**src/rtl/sa_issue_sequencer.sv**
```systemverilog
// sa_issue_sequencer
//   Walks a two-level loop (SA index outer, element index inner) and issues one
//   (sa, elem) slot per accepted cycle to the systolic-array datapath. The
//   current slot holds while the datapath stalls. After the final slot is
//   accepted, the block waits DRAIN_CYC cycles for pipeline latency, then
//   pulses done for one cycle.
//
//   Handshake: a slot moves from this block to the datapath on a rising edge
//   where issue_valid=1 and stall=0. While stall=1 the slot and indices stay
//   unchanged. stall has no effect outside RUN.
//
// Ports
//   clk, rstn      clock (rising edge), asynchronous active-low reset
//   start          begin a sequence; sampled only in IDLE
//   abort          synchronous cancel from any non-IDLE state
//   cfg_elem_max   last element index (inclusive), latched on start
//   cfg_sa_max     last SA index (inclusive), latched and clamped on start
//   stall          downstream not ready
//   busy           high in every state except IDLE
//   issue_valid    slot on issue_sa/issue_elem is valid (RUN only)
//   issue_sa       current SA index
//   issue_elem     current element index
//   issue_last     current slot is the final slot of the sequence
//   done           one-cycle completion pulse
module sa_issue_sequencer #(
  parameter int SA_NUM    = 4,
  parameter int SA_W      = (SA_NUM > 1) ? $clog2(SA_NUM) : 1,
  parameter int CNT_W     = $clog2(SA_NUM) + 4,
  parameter int DRAIN_CYC = 3
) (
  input  logic             clk,
  input  logic             rstn,
  input  logic             start,
  input  logic             abort,
  input  logic [CNT_W-1:0] cfg_elem_max,
  input  logic [SA_W-1:0]  cfg_sa_max,
  input  logic             stall,
  output logic             busy,
  output logic             issue_valid,
  output logic [SA_W-1:0]  issue_sa,
  output logic [CNT_W-1:0] issue_elem,
  output logic             issue_last,
  output logic             done
);

  localparam int DC_W = $clog2(DRAIN_CYC + 1);
  localparam logic [SA_W-1:0] SA_LAST   = SA_W'(SA_NUM - 1);
  localparam logic [DC_W-1:0] DRAIN_END = DC_W'(DRAIN_CYC - 1);

  typedef enum logic [1:0] {
    IDLE  = 2'd0,
    RUN   = 2'd1,
    DRAIN = 2'd2,
    DONE  = 2'd3
  } state_t;

  state_t           state;
  logic [CNT_W-1:0] elem_max_q;
  logic [SA_W-1:0]  sa_max_q;
  logic [DC_W-1:0]  drain_cnt;
  logic [SA_W-1:0]  sa_cfg_clamped;
  logic             at_elem_end;
  logic             at_final;

  // Comparison done in int so the clamp stays meaningful when SA_NUM is not
  // a power of two, without a constant-width compare.
  assign sa_cfg_clamped = (int'(cfg_sa_max) > SA_NUM - 1) ? SA_LAST : cfg_sa_max;

  assign at_elem_end = (issue_elem == elem_max_q);
  assign at_final    = at_elem_end && (issue_sa == sa_max_q);

  // Decoded from the registered indices so it lines up with the slot; gated
  // by issue_valid because the indices sit at their maxima during DRAIN.
  assign issue_last  = issue_valid && at_final;

  always_ff @(posedge clk or negedge rstn) begin
    if (!rstn) begin
      state       <= IDLE;
      busy        <= 1'b0;
      issue_valid <= 1'b0;
      done        <= 1'b0;
      issue_sa    <= '0;
      issue_elem  <= '0;
      elem_max_q  <= '0;
      sa_max_q    <= '0;
      drain_cnt   <= '0;
    end else begin
      case (state)
        IDLE: begin
          // start wins over abort here; abort has no meaning in IDLE.
          if (start) begin
            elem_max_q  <= cfg_elem_max;
            sa_max_q    <= sa_cfg_clamped;
            issue_sa    <= '0;
            issue_elem  <= '0;
            state       <= RUN;
            busy        <= 1'b1;
            issue_valid <= 1'b1;
          end
        end
        RUN: begin
          if (abort) begin
            state       <= IDLE;
            busy        <= 1'b0;
            issue_valid <= 1'b0;
            issue_sa    <= '0;
            issue_elem  <= '0;
          end else if (!stall) begin
            if (at_final) begin
              // Indices hold on the final slot.
              state       <= DRAIN;
              issue_valid <= 1'b0;
              drain_cnt   <= '0;
            end else if (at_elem_end) begin
              issue_elem <= '0;
              issue_sa   <= issue_sa + SA_W'(1);
            end else begin
              issue_elem <= issue_elem + CNT_W'(1);
            end
          end
        end
        DRAIN: begin
          if (abort) begin
            state      <= IDLE;
            busy       <= 1'b0;
            issue_sa   <= '0;
            issue_elem <= '0;
            drain_cnt  <= '0;
          end else if (drain_cnt == DRAIN_END) begin
            state     <= DONE;
            done      <= 1'b1;
            drain_cnt <= '0;
          end else begin
            drain_cnt <= drain_cnt + DC_W'(1);
          end
        end
        DONE: begin
          // Always returns to IDLE; abort only additionally clears indices.
          state <= IDLE;
          busy  <= 1'b0;
          done  <= 1'b0;
          if (abort) begin
            issue_sa   <= '0;
            issue_elem <= '0;
          end
        end
        default: begin
          state       <= IDLE;
          busy        <= 1'b0;
          issue_valid <= 1'b0;
          done        <= 1'b0;
        end
      endcase
    end
  end

endmodule

```
**config.mk**
```make
export PLATFORM = sky130hd
export DESIGN_NAME = sa_issue_sequencer
export DESIGN_NICKNAME = d
export VERILOG_FILES = /design/src/rtl/sa_issue_sequencer.sv
export SDC_FILE = /design/constraint.sdc
export NUM_CORES = 1
export LEC_CHECK = 0
export CELL_PAD_IN_SITES_DETAIL_PLACEMENT = 2
export CELL_PAD_IN_SITES_GLOBAL_PLACEMENT = 2
export CORE_MARGIN = 4
export CORE_UTILIZATION = 36
export DETAILED_ROUTE_END_ITERATION = 6
export PLACE_DENSITY_LB_ADDON = 0.1
export SYNTH_ARGS = -nofsm -noshare
export SYNTH_HDL_FRONTEND = slang
export SYNTH_SLANG_ARGS = --single-unit
```
**constraint.sdc**
```tcl
create_clock -name clk -period 3.5 [get_ports clk]
set_clock_uncertainty 0.1 [all_clocks]
set_input_delay 0.7 -clock clk [delete_from_list [all_inputs] [get_ports clk]]
set_output_delay 0.7 -clock clk [all_outputs]
set_load 0.05 [all_outputs]
```
==> results of run 1 <==
-- worst max-delay path by stage --
stage / start / end / slack, ns / depth (start not counted)
after floorplan: issue_elem[3] / issue_last / 0.48 / 3
after global placement: issue_elem[5] / issue_last / 0.77 / 4
after detailed placement: issue_elem[1] / issue_last / 0.71 / 4
after CTS: issue_elem[1] / issue_last / 0.37 / 4
after global routing: issue_elem[2] / issue_last / 0.29 / 4
final: issue_elem[1] / issue_last / 0.39 / 4
-- final cells by class --
cell class	count	area, um2
sequential	23	576
fill	408	1950
timing repair buffer	26	255
tap	48	60.1
multi-input combinational	100	807
inverter	5	18.8
clock buffer	4	45.0
-- layer usage --
metal / vias up / wire length (um)
li1: 522 / -
met1: 561 / 1710
met2: 21 / 1880
met3: 4 / 114
met4: 0 / 51
met5: - / 0
-- synth_stat cells --
cell       instances
dfrtp_1           23
nand2_1           15
nor2_1             9
mux2_1             8
nand2b_1           6
ha_1               5
inv_1              5
a21oi_1            4
nor2b_1            4
nand3_1            3
nand4_1            3
o21ai_1            3
xnor2_1            3
xnor2_2            3
a22o_1             2
mux2_4             2
nor3_1             2
o221ai_1           2
o311ai_2           2
o31ai_1            2
or2_2              2
xor2_1             2
a211oi_4           1
a21o_1             1
a22oi_1            1
a311o_1            1
a41oi_1            1
and3_1             1
and4_1             1
buf_6              1
nand3_2            1
nand4_4            1
nand4bb_4          1
nor2_2             1
nor3_4             1
nor3b_1            1
o211a_1            1
o211ai_1           1
o21ba_1            1
o21bai_1           1
o31ai_2            1
-- registers in the layout, summed over array words and instances, names as in the netlist --
name and flops:
state 2, elem_max_q 6, issue_elem 6, drain_cnt 2
sa_max_q 2, issue_valid 1, busy 1, issue_sa 2
done 1
-- worst max-delay path: cells and delay by family (launching register included) --
kind	cells	cell delay, ns
xor gates and xnor gates	1	0.35
buffers and inverters	1	0.84
DFF	1	0.46
and+or+nand+nor	2	0.39
-- metrics by stage --
step	power, uW	util, %	worst slack, ns
finish	1200	47.4	0.391
global route	1290	47.4	0.287
CTS	1220	47.4	0.372
detailed placement	1040	46.2	0.711
global placement	1010	46.2	0.770
floorplan	863	-	0.480
-- cells by family after synthesis --
kind of cell | after synthesis | share of synthesized area (%)
compound gates | 25 | 15.5
xor+xnor | 8 | 6.56
fa+ha+maj | 5 | 4.43
buf+inv | 6 | 2.13
flops | 23 | 40.7
mux | 10 | 8.50
simple gates | 52 | 22.1
-- power by group --
| group | internal [uW] | switching, uW | leakage (uW) |
|---|---|---|---|
| combinational | 243 | 361 | 0.000411 |
| sequential | 346 | 86.3 | 0.000295 |
| clock | 81.2 | 84.5 | 0.0000228 |
==> flow_metrics.py, run 1 <==
metrics = {
    "global_routing": {
        "met3_usage_pct": 2.84,
        "grt_start_max_net_pins": 24,
        "overflow": 0,
        "use_met2_pct": 27.1,
        "grt_use_total_pct": 16.3,
        "antenna_found_initial": 0,
        "grt_pass1_vias": 1276,
        "use_met1_pct": 21.9,
        "top_usage_layer": "met2",
        "grt_pass1_wl_um": 6520,
    },
    "worst_hold_path": {
        "hold_path_end": "sa_max_q[1]",
        "min_path_cells": 1,
        "hold_path.class": "register to register",
        "min_from": "sa_max_q[1]",
    },
    "clocking": {
        "path_clk_slew_ns": 0.09,
        "htree_levels": 1,
        "clk_path_buf_depth": 2,
        "cts_hold_buf": 0,
        "cts_root_buffer": "clkbuf_8",
        "cts_tree": "yes",
        "cts_buffers": 3,
        "clkSinkCount": 23,
        "cts_resized": 0,
        "clk_latency_ns": 0.26,
        "cts_setup_buffers": 0,
    },
    "drt": {
        "viasPerCell": 5.38,
        "routedWlPerCell_um": 18.3,
        "drt-pass1-iter-count": 4,
        "postRouteAntennaNets": 0,
        "wl_um": 3760,
        "first_iter_violations": 34,
        "drc_errors": 0,
        "vias": 1108,
    },
    "sta": {
        "period_minus_slack_ns": 3.11,
        "rsz0062_at_grt": "false",
        "setup_tns_ns": 0,
        "holdWs_ns": 0.431,
        "hold_violations": 0,
        "fin_crit_sh_pct": 88.8,
        "max_freq_mhz": 322,
        "maxSlewHeadroom_pct": 63.3,
        "drv_slew": 0,
        "worst_pin_slew_ns": 0.548,
        "finalSetupViolCount": 0,
    },
    "layout": {
        "fin_cells": 206,
        "finalInstanceArea_um2": 1760,
        "layout_common_cells": "clkdlybuf4s50_1, dfrtp_1, nand2_1",
        "post_route_cells_drive_above_1_share_pct": 13.3,
        "final_nets": 177,
        "diodes": 0,
        "final_common_cell": "clkdlybuf4s50_1",
        "syn2layout_area_growth_pct": 24.7,
    },
    "worst_setup_path": {
        "crit_path_max_fanout": 6,
        "worstSetupPathType": "register to primary output",
        "crit_chain": "xnor2_1 -> nand4bb_4 -> nor3_1 -> clkdlybuf4s50_1",
        "worstRegToRegCells": 7,
        "required_ns": 2.70,
        "crit_slowest_cell": "clkdlybuf4s50_1",
        "r2r_slack_ns": 1.41,
        "worstReg2RegStart": "state[1]",
        "rr_endpoint": "state[1]",
        "critPathLaunchType": "register",
        "critPathMaxStageDelay_ns": 0.84,
        "crit_arrival_ns": 2.31,
        "end_kind": "primary output",
    },
    "floorplanning": {
        "die_h_um": 70.6,
        "initial_utilization_pct": 38.0,
        "pin_count": 25,
        "core-area_um2": 3720,
        "dieArea_um2": 4990,
        "chipWidth_um": 70.6,
        "fp-row-count": 22,
    },
    "run_status": {
        "status": "finished, final reports clean",
    },
    "placement": {
        "place_congestion": 0.846,
        "dp_hpwl_um": 2870,
        "place_inst": 202,
        "numPortBuffers": 24,
        "post_dp_cell_area_um2": 1720,
    },
    "logic_synthesis": {
        "avgSynthCellArea_um2": 11.0,
        "synth.ff_latch_count": 23,
        "syn_inst": 129,
        "ys_seq_area_share_pct": 40.7,
        "synth_warnings": 0,
        "post-synth-top-area-fraction_pct": 40.7,
        "synth_area_leader_cell": "dfrtp_1",
        "syn-cell-area_um2": 1410,
        "synthTopCellsByArea": "dfrtp_1, mux2_1, ha_1, nand2_1, xnor2_2",
        "synth_nets": 147,
        "synth_cell_types": 41,
    },
    "pwr": {
        "p_leak_uw": 0.000728,
        "ir_drop_mv": 0.309,
        "power_density_nw_per_um2": 682,
    },
    "flow_run": {
        "max_cap_viol_count": 0,
    },
}
Note: power is estimated with default switching activity, not from simulation.
==> inputs of run 2 (changes only) <==
--- a/config.mk
+++ b/config.mk
@@ -7,6 +7,7 @@
 export LEC_CHECK = 0
 export CELL_PAD_IN_SITES_DETAIL_PLACEMENT = 2
 export CELL_PAD_IN_SITES_GLOBAL_PLACEMENT = 2
+export CORE_ASPECT_RATIO = 2
 export CORE_MARGIN = 4
 export CORE_UTILIZATION = 36
 export DETAILED_ROUTE_END_ITERATION = 6
==> constraint.sdc (replaced) <==
create_clock -name clk -period 3.5 [get_ports clk]
set_clock_uncertainty 0.1 [all_clocks]
set_input_delay 0.35 -clock clk [delete_from_list [all_inputs] [get_ports clk]]
set_output_delay 0.35 -clock clk [all_outputs]
set_load 0.05 [all_outputs]
==> flow_metrics.py, run 2 (synthesis gave the netlist of run 1 again) <==
metrics = {
    "pwr": {
        "p_leak_uw": 0.000726,
        "ir_drop_mv": 0.329,
        "power_density_nw_per_um2": 686,
    },
    "layout": {
        "final_nets": 176,
        "layout_common_cells": "clkdlybuf4s50_1, dfrtp_1, nand2_1",
        "finalInstanceArea_um2": 1760,
        "final_common_cell": "clkdlybuf4s50_1",
        "diodes": 0,
        "reg_top3": "elem_max_q: 6 flops, issue_elem: 6 flops",
        "syn2layout_area_growth_pct": 24.5,
        "post_route_cells_drive_above_1_share_pct": 13.4,
    },
    "floorplanning": {
        "dieArea_um2": 5050,
        "die_h_um": 96.6,
        "pin_count": 25,
        "core-area_um2": 3800,
        "chipWidth_um": 52.3,
        "initial_utilization_pct": 37.1,
        "fp-row-count": 32,
    },
    "clocking": {
        "cts_buffers": 3,
        "clk_latency_ns": 0.27,
        "cts_root_buffer": "clkbuf_8",
        "path_clk_slew_ns": 0.09,
        "clkSinkCount": 23,
        "cts_tree": "yes",
        "cts_hold_buf": 0,
        "cts_resized": 0,
        "clk_path_buf_depth": 2,
        "cts_setup_buffers": 0,
        "htree_levels": 1,
    },
    "flow_run": {
        "max_cap_viol_count": 0,
    },
    "sta": {
        "maxSlewHeadroom_pct": 28.7,
        "hold_violations": 0,
        "max_freq_mhz": 360,
        "setup_tns_ns": 0,
        "period_minus_slack_ns": 2.78,
        "drv_slew": 0,
        "worst_pin_slew_ns": 1.07,
        "finalSetupViolCount": 0,
        "rsz0062_at_grt": "false",
        "fin_crit_sh_pct": 79.3,
    },
    "worst_setup_path": {
        "crit_slowest_cell": "clkdlybuf4s50_1",
        "crit_arrival_ns": 2.33,
        "path_delay_family": "buffers and inverters",
        "rr_endpoint": "issue_elem[3]",
        "critPathLaunchType": "register",
        "r2r_slack_ns": 1.32,
        "worstReg2RegStart": "state[1]",
        "cp.buffers_inverters": 1,
        "end_kind": "primary output",
        "crit_path_max_fanout": 8,
        "critPathMaxStageDelay_ns": 0.83,
        "crit_chain": "xnor2_1 -> nand4bb_4 -> nor3_1 -> clkdlybuf4s50_1",
        "required_ns": 3.05,
        "worstRegToRegCells": 7,
        "worstSetupPathType": "register to primary output",
    },
    "worst_hold_path": {
        "min_path_cells": 1,
        "min_from": "issue_valid",
        "hold_path.class": "register to register",
        "hold_path_end": "issue_valid",
    },
    "placement": {
        "numPortBuffers": 24,
        "dp_hpwl_um": 3190,
        "place_congestion": 0.754,
        "post_dp_cell_area_um2": 1710,
    },
    "drt": {
        "postRouteAntennaNets": 0,
        "routedWlPerCell_um": 18.8,
        "first_iter_violations": 19,
        "wirelength_met1_um": 1240,
        "viasPerCell": 5.30,
        "highest_layer": "met4",
        "met3_length_um": 87,
        "drt-pass1-iter-count": 2,
        "drc_errors": 0,
        "wl_met2_um": 2510,
        "wl_um": 3900,
        "vias": 1102,
    },
    "global_routing": {
        "grt_pass1_wl_um": 6470,
        "grt_use_total_pct": 17.7,
        "overflow": 0,
        "antenna_found_initial": 0,
        "grt_pass1_vias": 1246,
        "grt_start_max_net_pins": 24,
    },
    "run_status": {
        "status": "finished, final reports clean",
    },
}
-- run 2: cell types whose count changed in the layout (fill, tap and decap cells not counted), sizes merged --
cell    before  now
buf          2    1
clkbuf       4    3
clkinv       0    1
-- run 2: metal layers --
| metal | vias to the layer above | track usage (%) |
|---|---|---|
| met3 | 5 | 1.69 |
| met2 | 16 | 36.6 |
| met4 | 0 | 7.04 |
| met5 | - | 0 |
| met1 | 566 | 16.3 |
| li1 | 515 | - |
-- run 2: stage by stage --
step                      util, %  hold WS [ns]  worst slack (ns)  total power [uW]  instances
after floorplan                 -       -0.0456             0.830               863        129
after global placement       45.0         0.401              1.01              1030        204
after detailed placement     45.0         0.417             0.925              1050        204
after CTS                    46.3         0.439             0.668              1220        208
after global routing         46.3         0.452             0.534              1280        208
final                        46.3         0.428             0.724              1210        208
-- run 2: how the worst max path moves through the flow --
stage,startpoint,to,slack (ns),cells past startpoint
floorplan,issue_elem[3],issue_last,0.83,3
global placement,issue_elem[2],issue_last,1.01,4
detailed placement,issue_elem[2],issue_last,0.93,4
CTS,issue_elem[2],issue_last,0.67,4
global route,issue_elem[2],issue_last,0.53,4
finish,issue_elem[2],issue_last,0.72,4
-- run 2: report_power, final --
| group | switching [uW] | total, uW | leakage (uW) | internal [uW] |
|---|---|---|---|---|
| Clock | 91.1 | 171 | 0.0000255 | 79.7 |
| Sequential | 95.2 | 441 | 0.000295 | 345 |
| Combinational | 354 | 595 | 0.000406 | 241 |
-- run 2: area by class of cell --
type	instances	area, um2
Clock inverter	1	5.00
Clock buffer	3	41.3
Sequential cell	23	576
Tap cell	51	63.8
Timing Repair Buffer	25	248
Fill cell	420	2040
Inverter	5	18.8
Multi-Input combinational cell	100	807
-- run 2: worst reg2reg max path: cells and delay by family, from the launching register on --
kind	cells	cell delay [ns]
AOI/OAI and AO/OA	2	0.70
DFF	1	0.40
and+or+nand+nor	2	0.38
buffers and inverters	2	0.27
adders and majority gates	1	0.23
